`src/rtl/julia_pixel_engine_if.sv`:
```
// Word-output channel of the Julia pixel engine: packed pixel word plus word address,
// moved with a valid/ready handshake toward the SDRAM write sequencer.
interface julia_pixel_engine_if;
  logic [31:0] o_Data;
  logic [21:0] o_Address;
  logic        o_Valid;
  logic        i_Ready;

  modport master (output o_Data, o_Address, o_Valid, input i_Ready);
  modport slave  (input o_Data, o_Address, o_Valid, output i_Ready);
endinterface

```
`src/rtl/julia_pixel_engine.sv`:
```
// Julia-set escape-count engine: iterates z <- z^2 + c per pixel in signed fixed point,
// packs four 8-bit counts per word and streams words with their addresses.
module julia_pixel_engine #(
  parameter int X_PX     = 800,
  parameter int Y_PX     = 480,
  parameter int W        = 16,
  parameter int FRAC     = 12,
  parameter int MAX_ITER = 255
) (
  input  logic                clk,
  input  logic                reset,
  input  logic                i_Start,
  input  logic signed [W-1:0] i_CX,
  input  logic signed [W-1:0] i_CY,
  input  logic signed [W-1:0] i_X0,
  input  logic signed [W-1:0] i_Y0,
  input  logic signed [W-1:0] i_Step,
  julia_pixel_engine_if.master wr,
  output logic                o_Busy,
  output logic                o_Done
);
  localparam int PXW = $clog2(X_PX + 1);
  localparam int PYW = $clog2(Y_PX + 1);
  // Escape threshold 4.0 expressed in the 2*FRAC product scale, sized to the sum width.
  localparam logic signed [2*W:0] ESC_LIM = {{(2*W-2*FRAC-2){1'b0}}, 3'b100, {(2*FRAC){1'b0}}};

  typedef enum logic [2:0] {S_IDLE, S_LOAD, S_MUL, S_ADD, S_STORE, S_DRAIN} state_t;
  state_t state_q, state_d;

  logic signed [W-1:0]   cx_q, cy_q, x0_q, step_q, cur_x_q, cur_y_q, zx_q, zy_q;
  logic signed [2*W-1:0] xx_q, yy_q, xy_q;
  logic [PXW-1:0]        px_q;
  logic [PYW-1:0]        py_q;
  logic [7:0]            iter_q;
  logic [2:0][7:0]       pack_q;
  logic [31:0]           data_q;
  logic [21:0]           addr_q, wcnt_q;
  logic                  valid_q, busy_q, done_q;

  logic signed [2*W:0] xx_e, yy_e, xy_e, mag, diff, dbl;
  logic signed [W-1:0] zx_new, zy_new;
  logic [1:0]          lane;
  logic                escape, last_col, last_row, accept, out_free;
  logic                start_frame, advance, load_word, done_set;

  assign xx_e     = xx_q;
  assign yy_e     = yy_q;
  assign xy_e     = xy_q;
  assign mag      = xx_e + yy_e;
  assign diff     = xx_e - yy_e;
  assign dbl      = xy_e <<< 1;
  assign zx_new   = W'(diff >>> FRAC) + cx_q;
  assign zy_new   = W'(dbl >>> FRAC) + cy_q;
  assign escape   = (mag > ESC_LIM) || (iter_q == 8'(MAX_ITER));
  assign lane     = px_q[1:0];
  assign last_col = (px_q == PXW'(X_PX - 1));
  assign last_row = (py_q == PYW'(Y_PX - 1));
  assign accept   = valid_q && wr.i_Ready;
  assign out_free = !valid_q || wr.i_Ready;

  always_ff @(posedge clk) begin
    if (reset) state_q <= S_IDLE;
    else       state_q <= state_d;
  end

  always_comb begin
    state_d     = state_q;
    start_frame = 1'b0;
    advance     = 1'b0;
    load_word   = 1'b0;
    done_set    = 1'b0;
    case (state_q)
      S_IDLE:  if (i_Start) begin
                 start_frame = 1'b1;
                 state_d     = S_LOAD;
               end
      S_LOAD:  state_d = S_MUL;
      S_MUL:   state_d = S_ADD;
      S_ADD:   state_d = escape ? S_STORE : S_MUL;
      // A completed word waits here until the output register can take it.
      S_STORE: if (lane != 2'd3 || out_free) begin
                 advance   = 1'b1;
                 load_word = (lane == 2'd3);
                 state_d   = (last_col && last_row) ? S_DRAIN : S_LOAD;
               end
      S_DRAIN: if (accept) begin
                 done_set = 1'b1;
                 state_d  = S_IDLE;
               end
      default: state_d = S_IDLE;
    endcase
  end

  always_ff @(posedge clk) begin
    if (reset) begin
      cx_q <= '0; cy_q <= '0; x0_q <= '0; step_q <= '0;
      cur_x_q <= '0; cur_y_q <= '0; zx_q <= '0; zy_q <= '0;
      xx_q <= '0; yy_q <= '0; xy_q <= '0;
      px_q <= '0; py_q <= '0; iter_q <= '0; pack_q <= '0;
      data_q <= '0; addr_q <= '0; wcnt_q <= '0;
      valid_q <= 1'b0; busy_q <= 1'b0; done_q <= 1'b0;
    end else begin
      if (start_frame) begin
        cx_q <= i_CX; cy_q <= i_CY; x0_q <= i_X0; step_q <= i_Step;
        cur_x_q <= i_X0; cur_y_q <= i_Y0;
        px_q <= '0; py_q <= '0; wcnt_q <= '0;
        busy_q <= 1'b1;
      end
      if (state_q == S_LOAD) begin
        zx_q <= cur_x_q; zy_q <= cur_y_q; iter_q <= '0;
      end
      if (state_q == S_MUL) begin
        xx_q <= zx_q * zx_q; yy_q <= zy_q * zy_q; xy_q <= zx_q * zy_q;
      end
      if (state_q == S_ADD && !escape) begin
        zx_q <= zx_new; zy_q <= zy_new; iter_q <= iter_q + 8'd1;
      end
      if (advance) begin
        for (int i = 0; i < 3; i++)
          if (lane == 2'(i)) pack_q[i] <= iter_q;
        if (last_col) begin
          px_q <= '0; cur_x_q <= x0_q;
          py_q <= py_q + PYW'(1); cur_y_q <= cur_y_q + step_q;
        end else begin
          px_q <= px_q + PXW'(1); cur_x_q <= cur_x_q + step_q;
        end
      end
      if (load_word) begin
        data_q  <= {iter_q, pack_q};
        addr_q  <= wcnt_q;
        wcnt_q  <= wcnt_q + 22'd1;
        valid_q <= 1'b1;
      end else if (accept) begin
        valid_q <= 1'b0;
      end
      done_q <= done_set;
      if (done_set) busy_q <= 1'b0;
    end
  end

  assign wr.o_Data    = data_q;
  assign wr.o_Address = addr_q;
  assign wr.o_Valid   = valid_q;
  assign o_Busy       = busy_q;
  assign o_Done       = done_q;
endmodule

```
`src/flat_wrapper.sv`:
```
// flat-port wrapper written by rule: the top's interface ports become plain ports
module julia_pixel_engine_flat 
#(
  parameter int X_PX     = 800,
  parameter int Y_PX     = 480,
  parameter int W        = 16,
  parameter int FRAC     = 12,
  parameter int MAX_ITER = 255
)
  (clk, reset, i_Start, i_CX, i_CY, i_X0, i_Y0, i_Step, o_Busy, o_Done, wr_o_Data, wr_o_Address, wr_o_Valid, wr_i_Ready);
  julia_pixel_engine_if wr_i ();
  input  logic clk;
  input  logic reset;
  input  logic i_Start;
  input  logic signed [W-1:0] i_CX;
  input  logic signed [W-1:0] i_CY;
  input  logic signed [W-1:0] i_X0;
  input  logic signed [W-1:0] i_Y0;
  input  logic signed [W-1:0] i_Step;
  output logic o_Busy;
  output logic o_Done;
  output wire logic [$bits(wr_i.o_Data)-1:0] wr_o_Data;
  output wire logic [$bits(wr_i.o_Address)-1:0] wr_o_Address;
  output wire logic [$bits(wr_i.o_Valid)-1:0] wr_o_Valid;
  input wire logic [$bits(wr_i.i_Ready)-1:0] wr_i_Ready;
  assign wr_o_Data = wr_i.o_Data;
  assign wr_o_Address = wr_i.o_Address;
  assign wr_o_Valid = wr_i.o_Valid;
  assign wr_i.i_Ready = wr_i_Ready;
  julia_pixel_engine #(.X_PX(X_PX), .Y_PX(Y_PX), .W(W), .FRAC(FRAC), .MAX_ITER(MAX_ITER)) u_core (.clk(clk), .reset(reset), .i_Start(i_Start), .i_CX(i_CX), .i_CY(i_CY), .i_X0(i_X0), .i_Y0(i_Y0), .i_Step(i_Step), .wr(wr_i), .o_Busy(o_Busy), .o_Done(o_Done));
endmodule
```
`config.mk`:
```
export PLATFORM = sky130hd
export DESIGN_NAME = julia_pixel_engine_flat
export DESIGN_NICKNAME = d
export VERILOG_FILES = /design/src/rtl/julia_pixel_engine_if.sv /design/src/rtl/julia_pixel_engine.sv /design/src/flat_wrapper.sv
export SDC_FILE = /design/constraint.sdc
export NUM_CORES = 2
export LEC_CHECK = 0
export BUFFER_PORTS_ARGS = -buffer_cell sky130_fd_sc_hd__buf_2
export CAP_MARGIN = 10
export CORE_UTILIZATION = 35
export DETAILED_ROUTE_END_ITERATION = 10
export GPL_TIMING_DRIVEN = 0
export PLACE_DENSITY = 0.58
export SYNTH_ARGS = -nofsm -noshare
export SYNTH_HDL_FRONTEND = slang
export SYNTH_SLANG_ARGS = --single-unit
```
`constraint.sdc`:
```
create_clock -name clk -period 6.68 [get_ports clk]
set_clock_uncertainty 0.1 [all_clocks]
set_input_delay 0.668 -clock clk [delete_from_list [all_inputs] [get_ports clk]]
set_output_delay 0.668 -clock clk [all_outputs]
set_load 0.01 [all_outputs]
```
==> results.txt <==
* Category of the critical setup timing path: register to register
* Total negative setup slack: 0 ns
* FF-to-FF setup slack: 0.06 ns
- Summing over every cut layer, the via total after detailed routing is around 38k.
- sky130_fd_sc_hd__fa_1 takes more of the synthesized area than any other cell.
- From bottom edge to top edge, the die measures roughly 360 um.
- After synthesis, the share of flip-flops with an asynchronous set or reset is 0%.
* Worst Setup End Kind: register
* Placed wire-length estimate after detailed placement: 127000 um
- Hold path endpoint: u_core.step_q[0]$_SDFFE_PP0P_
- Along the worst path, the maximum fanout reaches 7.
* Avg WL per Cell: 21.2 um
- Area used by multi-input combinational logic: 33900 um^2
- Number of global-route vias before repair: 38.9k
- Setup violations remaining at the end of the flow were counted as 0.
* Standard cell core area: 126000 um^2
- For this run the aggregate overflow at the end of global routing stands at 0.
- Worst rel slew slack: between 10% and 20%
- The initial antenna violation count was 9.
- After synthesis, flip-flops and latches occupy approximately 15% of the total area.
* Outcome: complete, no violations
* Post-synth top flop: sky130_fd_sc_hd__dfxtp_1
- The count of buffers added on input and output ports is 139.
- The worst register-to-register path ends at u_core.yy_q[30]$_SDFFE_PP0N_.
* Synth warn: 0
- Total power for the finished layout comes to around 0.0069 W.
* Number of nets with antenna violations after detailed routing: 0
- The synthesized netlist contains 80 unique library cells.
* Synth top area share: between 30% and 40%
- The most critical setup path has its startpoint at u_core.zy_q[6]$_SDFFE_PP0P_.
- Of the available clock period, the critical path in the final layout requires 99.0%.
- The number of clock buffers added by TritonCTS is 39.
- Cells fill 40.2% of the core in the end.
* CTS sink count: 339
- Clock root buffer: sky130_fd_sc_hd__clkbuf_16
- Level count of the clock H-tree: 2
- Flip-flop and latch count after synthesis: 339
- Top cells by count, synth: sky130_fd_sc_hd__inv_1 (972), sky130_fd_sc_hd__nand2_1 (806), sky130_fd_sc_hd__fa_1 (688)
- In this run the most critical hold path is launched from i_Step[0].
- Standard-cell rows: 130
* Total Die Area: 129000 um^2
- Source-to-sink clock delay at the later pin of the worst-skew pair: 0.60 ns
- Detailed Route WL: 155000 um
- Clk slew on worst S/H paths: 0.06 ns
- Depth of the worst register-to-register path: 22
- Area of all sequential standard cells: 6880 um^2
* Cell with the most instances after synthesis: sky130_fd_sc_hd__inv_1
- Horizontal extent of the die: 360 um
- The first global-routing pass estimated 237000 um of wire.
- Synthesized Nets: 6558
- Data arrives at the worst endpoint at 7.02 ns.
- Crit Reg-Reg Startpoint: u_core.zy_q[6]$_SDFFE_PP0P_
- Fraction of layout cells with a size suffix above 1: 9.79%
- During I/O placement, the number of pins put on the boundary was 141.
- Total routing usage reported by global routing: approximately 24%
- Counting along the longest clock path gives a buffer depth of 3.
* Number of hold violations in the final report: 0
- Number of enable-type register cells in the synthesized netlist: 0
* Peak supply drop: 0.209 mV
* Power per cell area: ~140 nW/um^2
- For this run, design rule violations remaining after detail routing come to 0.
- The analysis attributes to cell leakage a power of 24.3 nW.
* Total iterations of the first detailed-routing run: 6
- Largest net degree at the start of global routing: 15
* Routability congestion estimate: 0.963
- CTS tree: yes
- Effective utilization at floorplan: 35.5%
- Average via count per standard cell: between 5 and 6
- The number of max-slew violations in the final report came to 0.
- Static timing analysis puts the maximum clock frequency at 151 MHz.
- For the worst setup path, the data required time is between 7 and 8 ns.
* First-iteration detailed-routing DRC count: 3065
- The area growth from synthesis to layout is 13.5%.
- Hold depth: 3
- HP Class: input port to register
- By area the synthesized netlist is led by sky130_fd_sc_hd__fa_1 (31%), sky130_fd_sc_hd__dfxtp_1 (15%), sky130_fd_sc_hd__ha_1 (11%).
* Final critical delay including setup and external delays: 6.62 ns
* Fin nets: 6784
- Number of max-cap violations: 0
- Average cell area after synthesis: around 8.3 um^2
- Syn Std Cell Area: 44800 um^2
* Number of instances in the synthesized netlist: 5405
* Filler cells: ~13k
- Startpoint type of the worst setup path: register
- At the pin with the least slew margin, the transition time is 1.27 ns.
-- metal layers --
metal  part of all wire (%)  up-vias  track usage [%]
li1                       -    17551                -
met1                     42    18964             31.9
met2                     46     1441             39.1
met3                    8.4      262             3.74
met4                    4.1        2             9.17
met5                 0.0084        -                0
-- state kept, by name (all words and copies together) (netlist names), 8 cells and up --
name	count
u_core.wr.o_Data	32
u_core.xx_q	31
u_core.yy_q	31
u_core.pack_q	24
u_core.wcnt_q	22
u_core.wr.o_Address	22
u_core.cur_x_q	16
u_core.cur_y_q	16
u_core.cx_q	16
u_core.cy_q	16
u_core.step_q	16
u_core.x0_q	16
u_core.xy_q	16
u_core.zx_q	16
u_core.zy_q	16
u_core.px_q	10
u_core.py_q	9
u_core.iter_q	8
-- report_power, final --
group	switching, W	internal, W
clock	0.000980	0.00138
sequential	0.000124	0.00210
combinational	0.00151	0.000816
-- layout make-up --
cell class | count | area share, %
Multi-Input combinational cell | 3814 | 66.6
Sequential cell | 339 | 13.5
Inverter | 984 | 7.42
Tap cell | 1650 | 4.06
Buffer | 253 | 3.30
Timing Repair Buffer | 200 | 2.31
Clock buffer | 47 | 2.08
Clock inverter | 22 | 0.657
Antenna cell | 3 | 0.0148
-- worst max-delay path, stage by stage (launching register included) --
cell                         delay, ns
sky130_fd_sc_hd__dfxtp_4          0.47
sky130_fd_sc_hd__clkinvlp_4       0.16
sky130_fd_sc_hd__buf_12           0.16
sky130_fd_sc_hd__buf_4            0.17
sky130_fd_sc_hd__fa_1             0.53
sky130_fd_sc_hd__inv_1            0.05
sky130_fd_sc_hd__fa_1             0.49
sky130_fd_sc_hd__fa_1             0.52
sky130_fd_sc_hd__inv_1            0.05
sky130_fd_sc_hd__fa_1             0.56
sky130_fd_sc_hd__fa_1             0.44
sky130_fd_sc_hd__fa_1             0.56
sky130_fd_sc_hd__inv_1            0.10
sky130_fd_sc_hd__ha_4             0.29
sky130_fd_sc_hd__o21a_1           0.15
sky130_fd_sc_hd__and3_1           0.18
sky130_fd_sc_hd__a21oi_2          0.09
sky130_fd_sc_hd__a21oi_2          0.26
sky130_fd_sc_hd__nand2b_1         0.14
sky130_fd_sc_hd__a31oi_4          0.20
sky130_fd_sc_hd__a21oi_2          0.09
sky130_fd_sc_hd__or4b_2           0.61
sky130_fd_sc_hd__a31oi_1          0.18
-- repair_timing --
action	CTS	global route
hold buffers	0	0
gates resized for setup	305	213
pin swaps	11	49
setup buffers	26	32
endpoints found under the setup margin	58	30
-- logic make-up after synthesis --
kind of cell / after synthesis / share of synthesized area (%)
flip-flops: 339 / 15.1
XOR/XNOR: 188 / 3.67
buffers and inverters: 1252 / 10.6
adder cells (fa/ha/maj): 1069 / 41.4
AO/OA/AOI/OAI: 860 / 11.9
multiplexers: 17 / 0.405
AND/OR/NAND/NOR: 1680 / 17.0
-- metrics by stage --
step	cell area [um^2]	setup slack, ns	instances	hold slack, ns
2_1_floorplan	44800	0.0575	5405	0.329
3_3_place_gp	47600	-2.16	7194	0.338
3_5_place_dp	47600	-2.23	7197	0.346
4_1_cts	50000	-0.00949	7279	0.184
5_1_grt	50800	-0.0542	7309	0.205
6_report	50900	0.0640	7312	0.206
-- how the worst max path moves through the flow --
stage | cells past startpoint | end
CTS | 22 | u_core.xy_q[24]$_SDFFE_PP0N_
detailed placement | 21 | u_core.xy_q[24]$_SDFFE_PP0N_
global route | 27 | u_core.yy_q[30]$_SDFFE_PP0N_
finish | 22 | u_core.yy_q[30]$_SDFFE_PP0N_
floorplan | 27 | u_core.yy_q[30]$_SDFFE_PP0N_
global placement | 21 | u_core.xy_q[24]$_SDFFE_PP0N_
-- layout by cell type (no fill, tap or decap), types with 140 or more instances in the layout --
| cell | netlist | routed |
|---|---|---|
| sky130_fd_sc_hd__inv_1 | 972 | 964 |
| sky130_fd_sc_hd__nor2_1 | 326 | 321 |
| sky130_fd_sc_hd__clkbuf_1 | 239 | 140 |
| sky130_fd_sc_hd__ha_1 | 381 | 364 |
| sky130_fd_sc_hd__xnor2_1 | 143 | 141 |
| sky130_fd_sc_hd__dfxtp_1 | 339 | 310 |
| sky130_fd_sc_hd__buf_2 | 13 | 158 |
| sky130_fd_sc_hd__and2_1 | 160 | 158 |
| sky130_fd_sc_hd__fa_1 | 688 | 678 |
| sky130_fd_sc_hd__a21oi_1 | 370 | 357 |
| sky130_fd_sc_hd__nand2_1 | 806 | 799 |
No activity file was read; power rests on OpenSTA's default activity.
